### src/rtl/regfile_wport_arbiter_pkg.sv
// rtl/regfile_wport_arbiter_pkg.sv - shared types for the register-file write-port arbiter
package regfile_wport_arbiter_pkg;

   typedef logic [63:0] u64;
   typedef logic [4:0]  creg_addr_t;
   typedef u64          word_t;

   localparam int NSRC_WB = 2;

   // One buffered writeback request; valid doubles as the skid buffer's full flag.
   typedef struct packed {
      logic       valid;
      creg_addr_t addr;
      word_t      data;
   } wb_req_t;

   // One-hot grant vector for a source index.
   function automatic logic [1:0] onehot_src(input logic idx);
      return idx ? 2'b10 : 2'b01;
   endfunction

endpackage

### src/rtl/regfile_wport_skid.sv
// rtl/regfile_wport_skid.sv - one-entry writeback skid buffer with grant-driven drain
module regfile_wport_skid
   import regfile_wport_arbiter_pkg::*;
(
   input  logic       i_clk,
   input  logic       i_reset,
   input  logic       i_wb_valid,
   input  creg_addr_t i_wb_addr,
   input  word_t      i_wb_data,
   input  logic       i_grant,
   output logic       o_wb_ready,
   output logic       o_full,
   output creg_addr_t o_addr,
   output word_t      o_data
);

   wb_req_t r_entry;
   logic    w_accept;

   // Ready depends only on buffer state and grant, so it never loops back through wb_valid.
   assign o_wb_ready = !r_entry.valid || i_grant;
   assign w_accept   = i_wb_valid && o_wb_ready;

   assign o_full = r_entry.valid;
   assign o_addr = r_entry.addr;
   assign o_data = r_entry.data;

   // Drain on grant and refill on accept in the same cycle, giving 1 write/cycle per source.
   always_ff @(posedge i_clk) begin
      if (i_reset) begin
         r_entry <= '0;
      end else begin
         r_entry.valid <= (r_entry.valid && !i_grant) || w_accept;
         if (w_accept) begin
            r_entry.addr <= i_wb_addr;
            r_entry.data <= i_wb_data;
         end
      end
   end

endmodule

### src/rtl/regfile_wport_arbiter.sv
// rtl/regfile_wport_arbiter.sv - two-source register-file write-port arbiter (optional forwarding: REGFILE_WPORT_FWD_EN)
module regfile_wport_arbiter
   import regfile_wport_arbiter_pkg::*;
#(
   parameter int NSRC = 2
) (
   input  logic                  i_clk,
   input  logic                  i_reset,
   input  logic [NSRC-1:0]       i_wb_valid,
   output logic [NSRC-1:0]       o_wb_ready,
   input  creg_addr_t [NSRC-1:0] i_wb_addr,
   input  word_t [NSRC-1:0]      i_wb_data,
   output logic                  o_rf_wen,
   output creg_addr_t            o_rf_wa,
   output word_t                 o_rf_wd,
   output logic [NSRC-1:0]       o_pend
`ifdef REGFILE_WPORT_FWD_EN
   ,
   input  creg_addr_t [NSRC-1:0] i_fwd_ra,
   output logic [NSRC-1:0]       o_fwd_hit,
   output word_t [NSRC-1:0]      o_fwd_data
`endif
);

   if (NSRC != NSRC_WB) begin : g_bad_nsrc
      $error("regfile_wport_arbiter: NSRC must be 2");
   end

   logic [NSRC-1:0]       w_full;
   logic [NSRC-1:0]       w_grant;
   creg_addr_t [NSRC-1:0] w_addr;
   word_t [NSRC-1:0]      w_data;
   logic                  w_both;
   logic                  w_gsel;

   logic       r_rr_ptr;
   logic       r_rf_wen;
   creg_addr_t r_rf_wa;
   word_t      r_rf_wd;

   for (genvar gi = 0; gi < NSRC; gi++) begin : g_src
      regfile_wport_skid u_skid (
         .i_clk      (i_clk),
         .i_reset    (i_reset),
         .i_wb_valid (i_wb_valid[gi]),
         .i_wb_addr  (i_wb_addr[gi]),
         .i_wb_data  (i_wb_data[gi]),
         .i_grant    (w_grant[gi]),
         .o_wb_ready (o_wb_ready[gi]),
         .o_full     (w_full[gi]),
         .o_addr     (w_addr[gi]),
         .o_data     (w_data[gi])
      );
   end

   assign w_both = w_full[0] && w_full[1];
   assign w_gsel = w_grant[1];

   // Grant from buffer state only; a same-register clash lets source 1 (the older op) go first.
   always_comb begin
      w_grant = '0;
      if (w_both) begin
         if (w_addr[0] == w_addr[1]) begin
            w_grant = 2'b10;
         end else begin
            w_grant = onehot_src(r_rr_ptr);
         end
      end else begin
         w_grant = w_full;
      end
   end

   // Registered write port; x0 drains through but never raises wen, and rr flips only on contended grants.
   always_ff @(posedge i_clk) begin
      if (i_reset) begin
         r_rr_ptr <= 1'b0;
         r_rf_wen <= 1'b0;
         r_rf_wa  <= '0;
         r_rf_wd  <= '0;
      end else begin
         if (|w_grant) begin
            r_rf_wen <= (w_addr[w_gsel] != '0);
            r_rf_wa  <= w_addr[w_gsel];
            r_rf_wd  <= w_data[w_gsel];
         end else begin
            r_rf_wen <= 1'b0;
         end
         if (w_both) begin
            r_rr_ptr <= ~w_gsel;
         end
      end
   end

   assign o_rf_wen = r_rf_wen;
   assign o_rf_wa  = r_rf_wa;
   assign o_rf_wd  = r_rf_wd;
   assign o_pend   = w_full;

`ifdef REGFILE_WPORT_FWD_EN
   // Bypass the value being written this cycle, which the register file's read ports do not yet show.
   always_comb begin
      o_fwd_hit  = '0;
      o_fwd_data = '0;
      for (int j = 0; j < NSRC; j++) begin
         if (r_rf_wen && (r_rf_wa == i_fwd_ra[j]) && (i_fwd_ra[j] != '0)) begin
            o_fwd_hit[j]  = 1'b1;
            o_fwd_data[j] = r_rf_wd;
         end
      end
   end
`endif

endmodule

### config.mk
export PLATFORM = sky130hd
export DESIGN_NAME = regfile_wport_arbiter
export DESIGN_NICKNAME = d
export VERILOG_FILES = /design/src/rtl/regfile_wport_arbiter_pkg.sv /design/src/rtl/regfile_wport_skid.sv /design/src/rtl/regfile_wport_arbiter.sv
export SDC_FILE = /design/constraint.sdc
export NUM_CORES = 1
export LEC_CHECK = 0
export ABC_AREA = 1
export BUFFER_PORTS_ARGS = -buffer_cell sky130_fd_sc_hd__buf_2
export CORE_ASPECT_RATIO = 1.5
export CORE_MARGIN = 3
export CORE_UTILIZATION = 40
export CTS_CLUSTER_SIZE = 20
export DETAILED_ROUTE_END_ITERATION = 16
export PLACE_DENSITY_LB_ADDON = 0.1
export SYNTH_ARGS = -nofsm -noshare
export SYNTH_HDL_FRONTEND = slang
export SYNTH_HIERARCHICAL = 1
export SYNTH_SLANG_ARGS = --single-unit
### constraint.sdc
create_clock -name i_clk -period 2.7 [get_ports i_clk]
set_clock_uncertainty 0.1 [all_clocks]
set_input_delay 0.135 -clock i_clk [delete_from_list [all_inputs] [get_ports i_clk]]
set_output_delay 0.135 -clock i_clk [all_outputs]
set_load 0.05 [all_outputs]
==> impl.org, run 1 <==
** STA
- Final count of pins violating max slew :: 0
- Timing would allow up to 0.411 GHz.
- Min setup slack post-route :: 0.266 ns
- Dividing the final minimum period by the clock period gives 0.902.
- At the pin with the least slew margin, the transition time is 0.553 ns.
- Setup repair after global routing left no endpoint under its margin.
- The worst path needs 2.43 ns of the cycle, external delays included.
- Setup total negative slack on the finished layout was measured at 0 ns.
- Setup violations remaining at the end of the flow were counted as 0.
- The worst pin sits at a relative slew slack of 0.631.
- The final count of hold timing violations is 0.

** Worst setup path
- On the critical path, the stage with the largest delay is an instance of dfxtp_2.
- R2R Setup Slk :: 0.27 ns
- Crit Reg-Reg Endpoint :: g_src[1].u_skid/o_data[36]
- The critical path in this run is classified as register to output pin.
- CP cell instances :: nand2_2 > nor2_2 > nand2_4 > o21ai_0 > inv_1 > nand2_4 > buf_2
- STA classifies the critical path endpoint as an output pin.
- Among the stages of the critical path, the cell type that occurs most often is nand2_4.
- STA puts the critical path data arrival time at 2.20 ns.
- Worst Path Max Fanout :: 15
- Length in cells of the worst reg-to-reg path :: 15
- CP Data Required Time :: 2.47 ns
- Type of element launching the critical path :: register
- For this run, the slowest stage of the critical path takes 0.55 ns.
- FF-to-FF Start :: g_src[0].u_skid/o_addr[1]

** Placement
- Routability-driven placement finished with a final weighted congestion of 0.765.
- Post-Place Cell Area :: 11,000 um2
- Detailed placement finished with a half-perimeter wire length of 17,300 um.
- Port buffering added 215 buffers.
- Cells after DPL :: 1,864
- Timing analysis after detailed placement gives a worst setup slack of 0.395 ns.

** Min path
- Worst min-delay path endpoint :: g_src[0].u_skid/o_data[58]
- Hold Crit Class :: primary input to register
- Start point of the worst hold path :: i_wb_valid[0]
- Counting instances, the worst hold path has a depth of 3.

** Routing
- Post-route ant nets :: 0
- Vias after detailed routing :: 9,829
- First-pass detailed-route iteration total :: 5
- # DRC :: 0
- Average wire per cell in the routed design :: 14.4 um
- Routed wire length :: 29,500 um
- Average vias per placed instance :: 4.79
- In this run, the number of DRC markers left after iteration 0 of detailed routing was 382.

** Die
- Top-level port count :: 216
- The die is 198 um tall.
- The die covers 26,500 um2.
- Core Area :: 23,900 um2
- Die Span X :: 134 um
- Number of placement rows :: 69
- Starting density of the core :: 0.410

** GRT
- The initial antenna violation count came to 0.
- For met3 alone, demand over resource in global routing was 0.0358.
- Global routing met1 resource utilization :: 0.253
- In this run the most used layer during global routing was met2.
- Entering global routing, the biggest net connects 107 pins.
- For this run, the total global-route usage over all layers was measured as 0.217.
- The total overflow left after global routing is 0.
- For met2 alone, demand over resource in global routing was 0.407.
- Vias in the first global route :: 9,670
- The first global-routing pass estimated 47,900 um of wire.

** Clock tree
- Clock transition at the registers of the reported paths :: 0.06 ns
- CTS max path bufs :: 3
- H-tree levels :: 1
- TritonCTS built the clock tree.
- Counting every sink on the clock net gives 211.
- TritonCTS created 22 clock buffers.
- The tree is rooted in a clkbuf_16.
- Clock latency on the worst-skew pair, taken at its later pin, is 0.50 ns.

** Synthesis
- Of the total synthesized cell area, the portion taken by AND, OR, NAND and NOR gates is 0.247.
- The synthesized design contains 211 register bits.
- For this run, the register share of the synthesized area comes to 0.431.
- Of the total synthesized cell area, the portion taken by full adders, half adders and majority gates is 0.
- Largest family of logic cells by synthesized area :: simple AND/OR/NAND/NOR gates
- Fraction of registers with async set or reset after synthesis :: 0
- Post-synthesis mux area share :: 0
- Synthesized area :: 9810 um2
- Post-synthesis share of cell area spent on xor and xnor gates :: 0.000893
- Total number of yosys warnings :: 6
- Count of flip-flops with a built-in enable after synthesis :: 0
- In this run, distinct cell masters in the synthesized netlist total 23.
- Number of nets produced by synthesis :: 1,557
- Post-Syn Instances :: 1,415
- Most instantiated flip-flop cell in the synthesis netlist :: dfxtp_1
- Post-synthesis average cell area :: 6.93 um2
- Synthesized-area fraction occupied by ao, oa, aoi and oai cells :: 0.169

** Final layout
- Number of standard cells in the layout, taps in and fillers out :: 2,051
- Leaving out fill and tap cells, the most frequent cells in the layout are 284 x nand2_1, 225 x inv_1, 213 x buf_2, 210 x dfxtp_1, 199 x a21oi_1.
- Syn-to-layout area delta :: 33.9%
- Cell area after layout :: 13,100 um2
- 0 antenna diodes ended up in the layout.
- Ratio of cells with drive above 1 in the final layout :: 0.179
- Layout Nets :: 1,861
- At the end of the flow the core is filled with cells to 0.549.
- Most common library cell in the layout ignoring fill and taps :: nand2_1

** Power and ir drop
- Pwr Density :: 635 nW/um2
- In this run the static leakage power is 6.66 nW.
- Maximum vdd drop :: 0.000478 V

** Run status
- The flow ran to the end, and the final reports show no timing, DRC or antenna violations.

** Job
- Max Cap Viol :: 0
[cell type report]
type                       instances  area, um2
clock buffer                      32        629
timing repair buffer             389       2850
tap                              319        399
multi-input combinational        865       4120
sequential                       211       4230
inverter                         230        870
fill                            2427      10800
clock inverter                     5       50.0
[routing by layer]
metal | vias to the layer above | routed length (um)
li1 | 5054 | -
met1 | 4517 | 12200
met2 | 212 | 15000
met3 | 46 | 1470
met4 | 0 | 784
met5 | - | 0
[kinds of logic (layout without fill, tap and decap cells)]
family / after synthesis / after routing
compound gates: 279 / 279
xor+xnor: 1 / 1
buf+inv: 340 / 656
flops: 211 / 211
simple gates: 584 / 585
[state kept, by name (all words and copies together) (netlist names)]
signal / flops
o_rf_wen: 1
g_src.u_skid/o_addr: 10
o_rf_wa: 5
g_src.u_skid/o_data: 128
o_rf_wd: 64
g_src.u_skid/o_full: 2
r_rr_ptr: 1
[worst max path at each step]
stage,start,to,slack [ns]
2_1_floorplan,g_src[1].u_skid/o_full,g_src[1].u_skid/o_data[53],0.38
3_3_place_gp,g_src[1].u_skid/o_full,o_rf_wd[28],0.46
3_5_place_dp,g_src[1].u_skid/o_full,o_rf_wd[26],0.40
4_1_cts,g_src[0].u_skid/o_addr[1],o_wb_ready[1],0.01
5_1_grt,g_src[0].u_skid/o_addr[1],g_src[1].u_skid/o_data[36],0.02
6_report,g_src[1].u_skid/o_full,o_wb_ready[0],0.27
[power breakdown]
group          total, W  internal, W  switching [W]  leakage [nW]
logic           0.00187     0.000682        0.00119          4.58
clock network   0.00291      0.00170        0.00121         0.336
registers       0.00355      0.00339       0.000157          1.75
[timing repair]
action | 4_1_cts | 5_1_grt
hold endpoints to repair | 151 | 0
setup endpoints to repair | 0 | 4
hold buffers | 143 | 0
buffers inserted | 0 | 6
gates resized for setup | 0 | 4
[worst max-delay path: cells and delay by family, from the launching register on]
family                 cells  cell delay, ns
flip-flops                 1            0.55
AND/OR/NAND/NOR            4            0.53
buffers and inverters      2            0.44
AO/OA/AOI/OAI              1            0.18
[stage by stage]
step	power (W)	hold slack [ns]
final	0.00834	0.103
after CTS	0.00843	0.0866
after detailed placement	0.00532	0.354
after global routing	0.00881	0.105
after global placement	0.00531	0.350
after floorplan	0.00487	0.104
[synthesized netlist by cell type, types with 2 or more instances]
master,count,area (um2)
a21oi_1,199,996
nand3_1,147,736
nand2_2,3,18.8
nand2_1,284,1070
inv_1,226,848
nor2_1,144,541
buf_1,2,7.51
dfxtp_1,211,4220
o211ai_2,20,250
buf_2,60,300
inv_2,4,15.0
o21ai_0,13,65.1
clkbuf_1,22,82.6
buf_6,13,146
nand2_4,2,22.5
o211ai_1,43,323
buf_4,13,97.6
a21o_1,2,15.0
o21ai_1,2,10.0
or2_1,2,12.5
Note: power is estimated with default switching activity, not from simulation.
==> run 2: changes to the inputs <==
--- a/config.mk
+++ b/config.mk
@@ -9,7 +9,7 @@
 export BUFFER_PORTS_ARGS = -buffer_cell sky130_fd_sc_hd__buf_2
 export CORE_ASPECT_RATIO = 1.5
 export CORE_MARGIN = 3
-export CORE_UTILIZATION = 40
+export CORE_UTILIZATION = 55
 export CTS_CLUSTER_SIZE = 20
 export DETAILED_ROUTE_END_ITERATION = 16
 export PLACE_DENSITY_LB_ADDON = 0.1
==> impl.org, run 2 (synthesized netlist as in run 1, its figures left out) <==
** Placement
- Port Buf Inserts :: 215
- Cells after DPL :: 1,755
- At the placement stage, the worst setup path has a slack of 0.421 ns.
- Detailed placement finished with a half-perimeter wire length of 16,100 um.
- Routability-driven placement finished with a final weighted congestion of 0.817.

** Routing
- Average wire per cell in the routed design :: 14.2 um
- The detailed router placed 9,789 vias in this run.
- Detailed Route Iter0 Violations :: 753
- Post-route ant nets :: 0
- # DRC :: 0
- Using the TritonRoute via totals, the vias-per-cell ratio works out to 5.07.
- For this run, the detailed router's first-pass iteration total came to 5.
- Routed wire length :: 27,400 um

** STA
- Across all setup checks in the final design, the least slack found is 0.168 ns.
- Final count of pins violating max slew :: 0
- Final count of negative-setup-slack endpoints :: 0
- The worst pin sits at a relative slew slack of 0.534.
- Dividing the final minimum period by the clock period gives 0.938.
- The worst path needs 2.53 ns of the cycle, external delays included.
- The final count of hold timing violations is 0.
- Setup repair after global routing left no endpoint under its margin.
- For the pin with the worst max-slew slack, the measured transition is 0.698 ns.
- Sum of negative setup slack :: 0 ns
- Maximum achievable frequency :: 0.395 GHz
- Final hold slack :: 0.0642 ns

** Worst setup path
- FF-to-FF Start :: g_src[0].u_skid/o_addr[2]
- Crit-path slowest cell :: dfxtp_1
- Length in cells of the worst reg-to-reg path :: 11
- For this run, the slowest stage of the critical path takes 0.37 ns.
- Counting stages on the worst path, the most repeated cell is nand2_4.
- Crit Reg-Reg Endpoint :: o_rf_wd[19]
- Worst Path Max Fanout :: 21
- CP startpoint :: g_src[0].u_skid/o_addr[2]
- At the worst endpoint, the required time is 2.47 ns.
- The setup path with the least slack is of type register to output pin.
- Endpoint class of the critical path :: output pin
- Worst path arrival time :: 2.30 ns
- CP cell instances :: inv_1 > nand2_1 > nand2_1 > nor2_1 > nand3_1 > nand2_4 > nand2_4 > inv_2 > inv_1 > nand2_4 > buf_2
- The setup check on the worst reg-to-reg path leaves a slack of 0.46 ns.
- Crit path capture :: o_wb_ready[1]
- Type of element launching the critical path :: register

** Power and ir drop
- Switching power of the nets :: 0.00252 W
- Relative contribution of sequential cells to total power :: 0.423
- The share of total power dissipated in combinational logic is 0.220.
- Maximum vdd drop :: 0.000428 V
- The internal power of the cells totals 0.00588 W.
- LEAKAGE :: 6.63 nW
- Switching portion of total power :: 0.300
- Pwr Density :: 650 nW/um2
- Post-layout power :: 0.00840 W
- Fraction of power consumed by the clock network :: 0.357

** Final layout
- Syn-to-layout area delta :: 31.7%
- Most common library cell in the layout ignoring fill and taps :: nand2_1
- Commonest cells after routing, fill and taps aside :: 284 x nand2_1, 226 x inv_1, 213 x buf_2, 210 x dfxtp_1, 199 x a21oi_1
- In the final layout, the share of cells above drive strength 1 is 0.176.
- Number of standard cells in the layout, taps in and fillers out :: 1,929
- Count of fill cells added during filler insertion :: 1,359
- The register with the most flip-flops in the layout has 128 of them.
- Across the whole layout, storage elements account for 4230 um2.
- Layout Nets :: 1,846
- Multi-input gate area in the final layout :: 4100 um2

** Run status
- Result of the run :: finished clean

** GRT
- Residual overflow from global routing :: 0
- Initial antenna violation count :: 0
- The first global-routing pass estimated 44,300 um of wire.
- Vias in the first global route :: 9,385
- In the global route stage, overall resource usage came out at 0.274.
- Maximum number of pins on one net before global-route repair :: 75

** Clock tree
- At the later pin of the worst-skew pair, clock insertion delay measures 0.49 ns.
- The clock drives 211 sinks.
- H-tree levels :: 1
- Clock Root Buffer :: clkbuf_16
- Clock transition at the registers of the reported paths :: 0.06 ns
- CTS tree :: done
- Post-CTS repair timing setup buffer count :: 0
- Cts bufs inserted :: 21
- CTS max path bufs :: 3

** Die
- Top-level port count :: 216
- Die Span X :: 115 um
- The die is 170 um tall.
- Starting density of the core :: 0.563
- Number of placement rows :: 59
- Core Area :: 17,400 um2
- The die covers 19,500 um2.

** Min path
- The tightest min-delay check is of the primary input to register type.
- In this run the most critical hold path is launched from i_wb_valid[1].
- Along the worst hold path, the cell count comes to 3.

** Job
- Max Cap Viol :: 0
==> run 2: metrics by stage <==
step                 util  cell area [um2]
global placement    0.621            10800
global route        0.741            12900
CTS                 0.741            12900
floorplan               -             9810
detailed placement  0.621            10800
finish              0.742            12900
==> run 2: power groups by stage <==
stage	combinational, W	clock [W]	sequential, W
6_report	0.00185	0.00300	0.00355
5_1_grt	0.00204	0.00316	0.00357
4_1_cts	0.00183	0.00305	0.00354
3_5_place_dp	0.00168	0	0.00361
3_3_place_gp	0.00166	0	0.00360
2_1_floorplan	0.000949	0	0.00392
==> run 2: area by class of cell <==
type                    instances  share of cell area
diodes                          1            0.000194
clock buffers                  27              0.0455
clock inverters                 7             0.00881
inverters                     230              0.0668
multi-input cells             864               0.317
flip-flops and latches        211               0.327
well taps                     213              0.0206
repair buffers                376               0.214
==> run 2: how the worst min path moves through the flow <==
stage	end	slack, ns
3_5_place_dp	o_rf_wd[8]	0.35
5_1_grt	g_src[0].u_skid/o_addr[4]	0.08
3_3_place_gp	g_src[1].u_skid/o_data[49]	0.34
4_1_cts	g_src[1].u_skid/o_data[1]	0.04
2_1_floorplan	g_src[0].u_skid/o_full	0.10
6_report	g_src[1].u_skid/o_data[1]	0.06
==> run 2: per-layer routing <==
metal,global-route usage,part of all wire,vias to the layer above
met1,0.318,0.40,4405
met2,0.500,0.51,306
met4,0.108,0.035,0
met5,0,0,-
met3,0.0392,0.052,69
li1,-,-,5009
==> run 2: worst max-delay path: cells and delay by family, from the launching register on <==
family	cells	cell delay, ns
buffers and inverters	4	0.62
and+or+nand+nor	7	0.80
DFF	1	0.37
==> run 2: what timing repair did <==
action / 4_1_cts / 5_1_grt
resized for setup: 0 / 1
hold buffers: 139 / 0
endpoints found under the setup margin: 0 / 1
hold endpoints to repair: 145 / 0
==> run 3: changes to the inputs <==
--- a/config.mk
+++ b/config.mk
@@ -5,11 +5,10 @@
 export SDC_FILE = /design/constraint.sdc
 export NUM_CORES = 1
 export LEC_CHECK = 0
-export ABC_AREA = 1
 export BUFFER_PORTS_ARGS = -buffer_cell sky130_fd_sc_hd__buf_2
 export CORE_ASPECT_RATIO = 1.5
 export CORE_MARGIN = 3
-export CORE_UTILIZATION = 55
+export CORE_UTILIZATION = 56
 export CTS_CLUSTER_SIZE = 20
 export DETAILED_ROUTE_END_ITERATION = 16
 export PLACE_DENSITY_LB_ADDON = 0.1
==> impl.org, run 3 <==
** Synthesis
- Number of nets produced by synthesis :: 1,280
- Count of flip-flops with a built-in enable after synthesis :: 0
- During synthesis, Yosys emitted a total of 6 warnings.
- Top cells by area, synth :: dfxtp_1 40%, a21bo_2 7.5%, a21oi_1 7.2%, nand3_1 6.5%, o311a_1 6.5%
- Synthesis handed over a netlist of 1,138 instances.
- The commonest cells after synthesis are 211 x dfxtp_1, 152 x a21oi_1, 138 x nand3_1.
- Yosys mapped the design onto 30 distinct sky130hd cell types.
- Area leader, netlist :: dfxtp_1
- Of the post-synthesis cell area, the dominant cell type holds 0.398.
- Library cell with the highest instance count after synthesis :: dfxtp_1
- Synthesized area :: 10,600 um2
- For this run, the register share of the synthesized area comes to 0.398.
- Dividing the synthesized area by the synthesized cell count gives 9.32 um2.
- Synthesis inferred 211 register bits.
- Of all flip-flops after synthesis, the portion carrying an async set or reset was 0.
- For this run, the leading register cell type out of synthesis is dfxtp_1.

** Min path
- The tightest min-delay check is of the primary input to register type.

** Worst setup path
- The critical path is of the register to output pin type.
- Endpoint class of the critical path :: output pin
- STA puts the critical path data required time at 2.47 ns.
- In this run the worst path has a maximum fanout of 68.
- STA classifies the critical path startpoint as a register.
- For the worst setup path, the data arrival time is 2.30 ns.

** Clock tree
- Cts bufs inserted :: 21
- CTS placed an instance of clkbuf_16 at the clock tree root.
- H-tree levels :: 1
- CTS tree :: done
- Clock latency on the worst-skew pair, taken at its later pin, is 0.49 ns.
- After clock tree synthesis, the clock-pin slew on the worst setup and hold paths is 0.06 ns.
- CTS max path bufs :: 3
- For this design, the sink count on the clock tree is 211.

** Power and ir drop
- LEAKAGE :: 5.62 nW
- Maximum vdd drop :: 0.000515 V
- Dividing total power by cell area gives a power density of 611 nW/um2.

** STA
- RSZ-0062 raised after global routing :: no
- Headroom to the max-slew limit came out at 0.422.
- The clock period could shrink to 2.53 ns.
- The final count of hold timing violations was 0.
- For the pin with the worst max-slew slack, the measured transition is 0.868 ns.
- Setup violations remaining at the end of the flow were counted as 0.
- In the final timing run, aggregate negative setup slack is 0 ns.
- Final count of pins violating max slew :: 0
- Final clock period utilization by the worst path :: 0.939
- Maximum achievable frequency :: 0.395 GHz

** GRT
- Wire length of the first global-routing pass :: 50,800 um
- In the global route stage, overall resource usage came out at 0.294.
- Vias in the first global route :: 9,875
- Maximum number of pins on one net before global-route repair :: 138
- For this run the aggregate overflow at the end of global routing stands at 0.
- The initial antenna violation count came to 0.

** Final layout
- Final core utilization :: 0.744
- Antenna diode count :: 0
- Most common library cell in the layout ignoring fill and taps :: buf_2
- Sequential cell area :: 4230 um2
- Flip-flop count of the largest register, all copies and words added :: 128
- Count of fill cells added during filler insertion :: 1,343
- Ratio of cells with drive above 1 in the final layout :: 0.301
- From synthesis to final layout, the design area changed by 30.0%.
- The net count of the finished layout is 1,550.
- Commonest cells after routing, fill and taps aside :: 212 x buf_2, 206 x dfxtp_1, 152 x a21oi_1, 143 x dlygate4sd3_1, 138 x nand3_1
- Summing all multi-input logic gate instances after layout gives 5460 um2.

** Routing
- First-pass detailed-route iteration total :: 5
- The final route contains 9,838 vias.
- For this block, the initial DRC count from the detailed router was 881.
- In the final routed layout, each cell accounts on average for 18.9 um.
- Post-route ant nets :: 0
- Average vias per placed instance :: 5.88
- Routed wire length :: 31,600 um
- # DRC :: 0

** Die
- Number of placement rows :: 61
- Top-level port count :: 216
- Area enclosed by the die boundary :: 20,700 um2
- In this run the vertical extent of the chip is 175 um.
- In this run the standard cell core region covers 18,500 um2.
- For this configuration, the core starts out at a cell density of 0.572.
- Die Span X :: 118 um

** Job
- Max Cap Viol :: 0

** Placement
- The congestion estimate from routability-driven global placement came to 0.802.
- Port Buf Inserts :: 215
- HPWL after DPL :: 16,800 um

** Run status
- Result of the run :: finished clean
==> run 3: kinds of logic after synthesis <==
| logic type | synth area share |
|---|---|
| XOR/XNOR | 0.00413 |
| multiplexers | 0.0641 |
| flip-flops | 0.398 |
| AND/OR/NAND/NOR | 0.0729 |
| AO/OA/AOI/OAI | 0.368 |
| buffers and inverters | 0.0929 |
==> run 3: area by class of cell <==
cell class	instances	area share
Timing Repair Buffer	385	0.206
Inverter	73	0.0200
Clock buffer	30	0.0442
Clock inverter	5	0.00381
Tap cell	252	0.0229
Multi-Input combinational cell	716	0.396
Sequential cell	211	0.307
==> run 3: worst paths after layout <==
path	startpoint	end	slack, ns	cells past startpoint
worst max-delay path	g_src[1].u_skid/o_full	o_wb_ready[0]	0.17	5
worst min-delay path	i_wb_valid[0]	g_src[0].u_skid/o_data[4]	0.03	3
worst max register to register	g_src[0].u_skid/o_addr[1]	g_src[1].u_skid/o_data[12]	0.19	9
worst min register to register	g_src[1].u_skid/o_data[62]	o_rf_wd[62]	0.40	1
==> run 3: metrics by stage <==
| stage | std cells | total power (W) | instance area (um2) | hold WS (ns) | setup WS [ns] |
|---|---|---|---|---|---|
| floorplan | 1138 | 0.00494 | 10600 | 0.182 | 0.0104 |
| global placement | 1491 | 0.00539 | 11600 | 0.289 | 0.552 |
| detailed placement | 1491 | 0.00542 | 11600 | 0.293 | 0.515 |
| CTS | 1669 | 0.00841 | 13700 | 0.0194 | 0.00715 |
| global route | 1672 | 0.00875 | 13800 | 0.0445 | 0.0524 |
| finish | 1672 | 0.00842 | 13800 | 0.0264 | 0.166 |
==> run 3: routing by layer <==
| layer | global-route usage | up-vias | part of all wire |
|---|---|---|---|
| met2 | 0.523 | 344 | 0.50 |
| met3 | 0.0434 | 67 | 0.056 |
| met4 | 0.114 | 0 | 0.032 |
| met1 | 0.358 | 4696 | 0.41 |
| met5 | 0 | - | 0 |
| li1 | - | 4731 | - |
==> run 3: power by group <==
| group | switching, W | leakage, nW | total (W) | internal [W] |
|---|---|---|---|---|
| clock | 0.00120 | 0.325 | 0.00286 | 0.00166 |
| combinational | 0.00128 | 3.56 | 0.00206 | 0.000782 |
| sequential | 0.000158 | 1.74 | 0.00350 | 0.00334 |
==> run 3: timing repair <==
item	in CTS	in global routing
buffers inserted	0	2
resized for setup	0	10
endpoints found under the setup margin	0	5
hold endpoints to repair	138	0
hold buffers	143	0
==> run 3: worst max-delay path, cell delays in order (launching register included) <==
cell	delay (ns)
dfxtp_1	0.61
inv_4	0.09
o311a_1	0.40
nand2b_4	0.16
buf_6	0.24
buf_2	0.28
